## src/rtl/sata_dcr_regfile.sv

```systemverilog
// rtl/sata_dcr_regfile.sv - multi-port DCR register file with per-port irq and DMA command queue
//
// Optional feature macro: SATA_DCR_IRQ_COAL_EN (dma-done interrupt coalescing by count/timeout).
//
// Ports:
//   sys_clk, sys_rst          single clock, synchronous active-high reset
//   address, write, writedata DCR access; readdata is registered (1-cycle read latency)
//   irq                       registered OR of every port's masked interrupt status
//   linkup, plllock           per-port asynchronous status, synchronized internally
//   error_code                per-port 4-bit error code (sys_clk domain)
//   rxfifo_irq, cxfifo_irq    per-port level interrupts
//   dma_req, dma_ack          per-port command queue head valid / pop
//   dma_address/length/flags  per-port command queue head fields

module sata_dcr_regfile #(
    parameter int C_NUM_PORTS = 2,
    parameter int C_CMD_DEPTH = 4,
    parameter int C_ADDR_W    = 6,
    parameter int C_COAL_CNT  = 4,
    parameter int C_COAL_TMO  = 1024
) (
    input  logic                       sys_clk,
    input  logic                       sys_rst,
    input  logic [C_ADDR_W-1:0]        address,
    input  logic                       write,
    input  logic [31:0]                writedata,
    output logic [31:0]                readdata,
    output logic                       irq,
    input  logic [C_NUM_PORTS-1:0]     linkup,
    input  logic [C_NUM_PORTS-1:0]     plllock,
    input  logic [4*C_NUM_PORTS-1:0]   error_code,
    input  logic [C_NUM_PORTS-1:0]     rxfifo_irq,
    input  logic [C_NUM_PORTS-1:0]     cxfifo_irq,
    output logic [C_NUM_PORTS-1:0]     dma_req,
    input  logic [C_NUM_PORTS-1:0]     dma_ack,
    output logic [32*C_NUM_PORTS-1:0]  dma_address,
    output logic [16*C_NUM_PORTS-1:0]  dma_length,
    output logic [8*C_NUM_PORTS-1:0]   dma_flags
);

    localparam int PW = C_ADDR_W - 3;
    localparam int QW = $clog2(C_CMD_DEPTH);
    localparam int CW = QW + 1;

    localparam logic [2:0] REG_STATUS   = 3'd0;
    localparam logic [2:0] REG_IRQ_STAT = 3'd1;
    localparam logic [2:0] REG_IRQ_EN   = 3'd2;
    localparam logic [2:0] REG_DMA_CTRL = 3'd3;
    localparam logic [2:0] REG_DMA_ADDR = 3'd4;

    // Only W1C-capable bits of IRQ_STAT; [3:2] are live levels.
    localparam logic [5:0] STICKY_MASK = 6'b110011;

    logic [PW-1:0] port_idx;
    logic [2:0]    reg_idx;
    assign port_idx = address[C_ADDR_W-1:3];
    assign reg_idx  = address[2:0];

    logic unused_wd;
    assign unused_wd = ^{writedata[31], writedata[29:24]};

    logic [31:0] status_a   [C_NUM_PORTS];
    logic [5:0]  stat_view_a[C_NUM_PORTS];
    logic [5:0]  irq_en_a   [C_NUM_PORTS];
    logic [31:0] dma_addr_a [C_NUM_PORTS];
    logic [C_NUM_PORTS-1:0] port_irq;

    genvar g;
    generate
        for (g = 0; g < C_NUM_PORTS; g++) begin : g_port
            logic sel;
            logic wr_stat, wr_en, wr_ctrl, wr_addr;

            assign sel     = write && (port_idx == PW'(g));
            assign wr_stat = sel && (reg_idx == REG_IRQ_STAT);
            assign wr_en   = sel && (reg_idx == REG_IRQ_EN);
            assign wr_ctrl = sel && (reg_idx == REG_DMA_CTRL);
            assign wr_addr = sel && (reg_idx == REG_DMA_ADDR);

            // linkup/plllock: flops 0,1 synchronize; flop 2 delays flop 1 for edge detection.
            logic [2:0] lu_sync, pl_sync;
            logic       lu_edge, pl_edge;

            always_ff @(posedge sys_clk) begin
                if (sys_rst) begin
                    lu_sync <= '0;
                    pl_sync <= '0;
                end else begin
                    lu_sync <= {lu_sync[1:0], linkup[g]};
                    pl_sync <= {pl_sync[1:0], plllock[g]};
                end
            end

            assign lu_edge = lu_sync[1] ^ lu_sync[2];
            assign pl_edge = pl_sync[1] ^ pl_sync[2];

            // Command queue: entry = {address[31:0], length[15:0], flags[7:0]}.
            logic [55:0]   mem [C_CMD_DEPTH];
            logic [QW-1:0] wr_ptr, rd_ptr;
            logic [CW-1:0] q_cnt;
            logic          q_full, q_empty, pop, push_req, push, ovf;
            logic [55:0]   head;

            assign q_full   = (q_cnt == CW'(C_CMD_DEPTH));
            assign q_empty  = (q_cnt == '0);
            assign pop      = dma_ack[g] && !q_empty;
            assign push_req = wr_ctrl && writedata[30];
            // A simultaneous pop frees the slot the push lands in, so a full queue still accepts.
            assign push     = push_req && (!q_full || pop);
            assign ovf      = push_req && !push;

            always_ff @(posedge sys_clk) begin
                if (sys_rst) begin
                    wr_ptr <= '0;
                    rd_ptr <= '0;
                    q_cnt  <= '0;
                end else begin
                    if (push) wr_ptr <= wr_ptr + QW'(1);
                    if (pop)  rd_ptr <= rd_ptr + QW'(1);
                    case ({push, pop})
                        2'b10:   q_cnt <= q_cnt + CW'(1);
                        2'b01:   q_cnt <= q_cnt - CW'(1);
                        default: q_cnt <= q_cnt;
                    endcase
                end
            end

            always_ff @(posedge sys_clk) begin
                if (push) mem[wr_ptr] <= {dma_addr_a[g], writedata[15:0], writedata[23:16]};
            end

            assign head = mem[rd_ptr];
            assign dma_req[g]             = !q_empty;
            assign dma_address[32*g +: 32] = q_empty ? 32'd0 : head[55:24];
            assign dma_length[16*g +: 16]  = q_empty ? 16'd0 : head[23:8];
            assign dma_flags[8*g +: 8]     = q_empty ? 8'd0  : head[7:0];

            // DMA-done event generation.
            logic done_set;
`ifdef SATA_DCR_IRQ_COAL_EN
            localparam int CCW = $clog2(C_COAL_CNT + 1);
            localparam int TW  = $clog2(C_COAL_TMO + 1);
            logic [CCW-1:0] coal_cnt, cnt_nxt;
            logic [TW-1:0]  coal_tmr, tmr_nxt;
            logic           pending;

            always_comb begin
                cnt_nxt  = coal_cnt + CCW'(pop);
                pending  = (coal_cnt != '0);
                // Timer runs only while at least one ack is waiting to be reported.
                tmr_nxt  = pending ? coal_tmr + TW'(1) : '0;
                done_set = (cnt_nxt == CCW'(C_COAL_CNT)) || (tmr_nxt == TW'(C_COAL_TMO));
            end

            always_ff @(posedge sys_clk) begin
                if (sys_rst) begin
                    coal_cnt <= '0;
                    coal_tmr <= '0;
                end else if (done_set) begin
                    coal_cnt <= '0;
                    coal_tmr <= '0;
                end else begin
                    coal_cnt <= cnt_nxt;
                    coal_tmr <= tmr_nxt;
                end
            end
`else
            assign done_set = pop;
`endif

            // Sticky status; a set in the same cycle as a W1C clear wins.
            logic [5:0] stat_r, set_v, clr_v;
            logic [5:0] irq_en_r;
            logic [31:0] dma_addr_r;

            assign set_v = {ovf, done_set, 2'b00, pl_edge, lu_edge};
            assign clr_v = wr_stat ? (writedata[5:0] & STICKY_MASK) : 6'd0;

            always_ff @(posedge sys_clk) begin
                if (sys_rst) begin
                    stat_r     <= '0;
                    irq_en_r   <= '0;
                    dma_addr_r <= '0;
                end else begin
                    stat_r <= (stat_r & ~clr_v) | set_v;
                    if (wr_en)   irq_en_r   <= writedata[5:0];
                    if (wr_addr) dma_addr_r <= writedata;
                end
            end

            assign stat_view_a[g] = {stat_r[5:4], cxfifo_irq[g], rxfifo_irq[g], stat_r[1:0]};
            assign irq_en_a[g]    = irq_en_r;
            assign dma_addr_a[g]  = dma_addr_r;
            assign status_a[g]    = {lu_sync[1], pl_sync[1], 14'd0, error_code[4*g +: 4],
                                     7'd0, 5'(q_cnt)};
            assign port_irq[g]    = |(stat_view_a[g] & irq_en_r);
        end
    endgenerate

    logic [31:0] rd_mux;

    // Port indices beyond C_NUM_PORTS never match, so they read as 0.
    always_comb begin
        rd_mux = '0;
        for (int i = 0; i < C_NUM_PORTS; i++) begin
            if (32'(port_idx) == 32'(i)) begin
                case (reg_idx)
                    REG_STATUS:   rd_mux = status_a[i];
                    REG_IRQ_STAT: rd_mux = {26'd0, stat_view_a[i]};
                    REG_IRQ_EN:   rd_mux = {26'd0, irq_en_a[i]};
                    REG_DMA_ADDR: rd_mux = dma_addr_a[i];
                    default:      rd_mux = '0;
                endcase
            end
        end
    end

    always_ff @(posedge sys_clk) begin
        if (sys_rst) begin
            readdata <= '0;
            irq      <= 1'b0;
        end else begin
            readdata <= rd_mux;
            irq      <= |port_irq;
        end
    end

endmodule
```

## config.mk

```make
export PLATFORM = sky130hd
export DESIGN_NAME = sata_dcr_regfile
export DESIGN_NICKNAME = d
export VERILOG_FILES = /design/src/rtl/sata_dcr_regfile.sv
export SDC_FILE = /design/constraint.sdc
export NUM_CORES = 1
export LEC_CHECK = 0
export BUFFER_PORTS_ARGS = -buffer_cell sky130_fd_sc_hd__buf_2
export CAP_MARGIN = 20
export CORE_ASPECT_RATIO = 0.9
export CORE_MARGIN = 4
export CORE_UTILIZATION = 35
export CTS_CLUSTER_DIAMETER = 100
export CTS_CLUSTER_SIZE = 12
export DETAILED_ROUTE_END_ITERATION = 8
export GPL_TIMING_DRIVEN = 0
export MAX_ROUTING_LAYER = met4
export PLACE_DENSITY = 0.53
export RECOVER_POWER = 25
export SYNTH_ARGS = -nofsm -noshare
export SYNTH_HDL_FRONTEND = slang
export SYNTH_SLANG_ARGS = --single-unit
```

## constraint.sdc

```tcl
create_clock -name sys_clk -period 3.2 [get_ports sys_clk]
set_input_delay 0.48 -clock sys_clk [delete_from_list [all_inputs] [get_ports sys_clk]]
set_output_delay 0.48 -clock sys_clk [all_outputs]
set_load 0.01 [all_outputs]
```

==> summary.md <==
| Metric | Value |
|---|---|
| Outcome | finished, final reports clean |
| Maxcap violations | 0 |
| Power Density | 553.7 nW/um^2 |
| H-tree Lvls | 2 |
| Syn Area/Cell | ~16 um^2 |
| Cell total after placement | roughly 2,500 |
| Synth area leaders | edfxtp_1 (58%), dfxtp_1 (13%), mux4_2 (11%) |
| Post-DRT Antenna Nets | 0 |
| Crit Path Class | reg -> out |
| Area Overhead vs Synth | 17.03% |
| Crit Reg-Reg Startpoint | g_port[0].q_cnt[0] |
| Data required, critical path | between 2 and 3 ns |
| Cts hold-fix bufs | 0 |
| Family with the most delay on the worst path | buffers and inverters |
| Reg power frac | 55.5% |
| Worst vdd ir | 0.3702 mV |
| Critical path launch point | g_port[1].q_cnt[0] |
| Final core occ | between 40% and 50% |
| CTS tree | yes |
| Clock buffer count from CTS | 55 |
| Crit Path Max Fanout | 10 |
| Synth Cell Area | 23,010 um^2 |
| Worst EP arrival | 2.57 ns |
| CTS max path bufs | 3 |
| Cell taking the most area after synthesis | edfxtp_1 |
| Worst Max-Slew Pin Slew | 0.9446 ns |
| Die Height | 251.3 um |
| Clock sink total | 595 |
| Synth Net Count | ~1,500 |
| Pre-Repair DR Iteration Count | 7 |
| Clk root buf | clkbuf_16 |
| Flip-flop and latch count after synthesis | 595 |
| Initial Util | 35.61% |
| Asr flop ratio synth | 0% |
| Fraction of layout cells with a size suffix above 1 | 24.55% |
| Seq/Total Area, Yosys | 71.24% |
| Via density | 5.195 |
| Endpoint type of the worst setup path | primary output |
| Grt ovf | 0 |
| Cell Count, Final, Fillers Out | 2,589 |
| Ys Warns | 0 |
| Total number of vias | 13,450 |
| Hold Crit Class | in -> reg |
| Critical Path Slowest Stage Cell | dfxtp_1 |
| Slew HR | 36.14% |
| DRC errors left | 0 |
| Net Sw Power | 0.003157 W |
| Vias in the first global route | 13,570 |
| Buf/Inv on CP | 3 |
| FP Rows | 88 |
| Clk pin slew, worst setup/hold paths | ~0.07 ns |
| Max stage delay on crit path | 0.48 ns |
| Internal Pwr Total | 0.01176 W |
| IO buf count | approximately 200 |
| WL final | around 64 mm |
| Wire per inst | 24.64 um |
| Sw frac | 21.17% |
| Final Skew | about 0.014 ns |
| DP Wirelength | 42.71 mm |
| Core area | 64,630 um^2 |
| Pleak | about 9.7 nW |
| Ports | roughly 210 |
| Gpl congestion | 0.9122 |
| Top cell by count, worst path | clkbuf_2 |
| Critical Path Start Type | flop |
| Final worst path period share | between 90% and 100% |
| Post-synth top area share | 58.45% |
| CP Cell Sequence | or3_1, clkbuf_2, clkbuf_2, and2_1, buf_2 |
| Post-layout min period | 3.045 ns |
| Initial antenna violation count | 2 |
| Number of synthesized flops with an enable pin | 448 |
| Clk_lat worst skew | 0.60 ns |
| First-pass GRT wire length | a little over 90 mm |
| DIE AREA | 69,930 um^2 |
| Layout net count | 1,755 |
| Synth Flop Type | edfxtp_1 |
| Combinational share of power | 3.7% |
| Hold Startpoint | plllock[1] |
| Commonest cells in the netlist | edfxtp_1 (448), dfxtp_1 (147), nand2_1 (139) |
| Top-count cell post-synth | edfxtp_1 |
| Gr usage total | about 19% |
| Library cells used by synthesis | 59 |
| Fmax achieved | about 0.33 GHz |
| Mapped Cells | around 1,400 |
| RSZ-0062 raised after global routing | false |
| Fin. Hold Viols | 0 |
| # setup viols final | 0 |
| Iter 0 DRT Violations | ~1,100 |
| DIE WIDTH | 278.3 um |
| Final max-slew violation count | 0 |
| Pin count of the biggest net entering global routing | 49 |
| Clock power frac | approximately two fifths |
[routing by layer]
layer	wire, um	GRT usage [%]
met1	28740	26.13
met2	29850	28.54
met3	4155	3.259
met4	1039	4.040
met5	0	-
[power by group through the flow]
| stage | Clock (W) | Combinational (W) | Sequential [W] |
|---|---|---|---|
| after global placement | 0 | 0.000557 | 0.00844 |
| after global routing | 0.00656 | 0.000604 | 0.00827 |
| after detailed placement | 0 | 0.000565 | 0.00844 |
| final | 0.00608 | 0.000559 | 0.00827 |
| after CTS | 0.00624 | 0.000572 | 0.00827 |
| after floorplan | 0 | 0.000279 | 0.00843 |
[cells in the final DEF (no fill, tap or decap), types with 3 or more instances in the layout]
cell	n
clkbuf_2	10
buf_16	4
nand3_1	4
mux4_2	112
a221oi_1	3
or2_1	6
and4_1	3
nand2b_1	3
clkbuf_1	106
buf_4	7
buf_12	4
mux2i_1	33
inv_1	10
and2_4	8
nand4_1	9
xor2_1	4
diode_2	3
a22oi_1	20
o22a_1	6
a21oi_1	93
a22o_1	3
and2_1	112
buf_2	204
nor4b_1	3
o211ai_1	3
clkbuf_16	57
dfxtp_1	147
clkbuf_4	3
nand3b_1	13
and3_1	7
ha_1	8
edfxtp_1	448
nor2_1	53
nand2_1	139
xnor2_1	6
a31oi_1	3
o21ai_0	16
a221o_1	6
nor2b_1	16
[what timing repair did]
action                     CTS  global route
setup endpoints to repair   85            16
buffers inserted             0             0
resized for setup           24             3
[cell families after synthesis]
family	Yosys count	share of synthesized area, %
simple gates	398	9.166
mux	147	12.49
compound gates	163	4.344
xor+xnor	10	0.3805
buf+inv	96	1.767
fa+ha+maj	10	0.6089
flops	595	71.24
[registers in the layout (all words and copies together) (netlist names), named ones only]
register,cells
g_port.stat_r,8
g_port.wr_ptr,4
g_port.q_cnt,6
g_port.rd_ptr,4
g_port.irq_en_r,12
g_port.pl_sync,6
g_port.mem,448
irq,1
g_port.dma_addr_r,64
g_port.lu_sync,6
readdata,32
[metrics by stage]
step                cell area, um^2  setup TNS, ns  hold slack, ns  worst slack [ns]  total power [W]
global route                  26930              0         0.09176           0.01128          0.01544
finish                        26930              0         0.09624            0.1550          0.01491
global placement              25100        -719.48          0.4294            -1.660         0.008997
floorplan                     23010              0          0.4138            0.1362         0.008712
CTS                           26950              0         0.04942           0.02888          0.01508
detailed placement            25310              0          0.4337           0.04361         0.009005
[area by class of cell]
cell class / instances / area, um^2
multi-input combinational: 728 / 6242
inverter: 10 / 37.54
sequential: 595 / 16400
clock inverter: 1 / 6.256
tap: 855 / 1070
antenna: 3 / 7.507
clock buffer: 101 / 1592
timing repair buffer: 210 / 1171
fill: 5904 / 37700
buffer: 86 / 412.9
[path summary, 6_finish.rpt]
path,endpoint,slack (ns),cells past startpoint
worst max-delay path,dma_length[20],0.15,5
worst min register to register,g_port[1].pl_sync[1],0.45,1
worst min-delay path,g_port[1].pl_sync[0],0.1,2
worst max register to register,g_port[0].q_cnt[2],0.46,7
No activity file was read; power rests on OpenSTA's default activity.
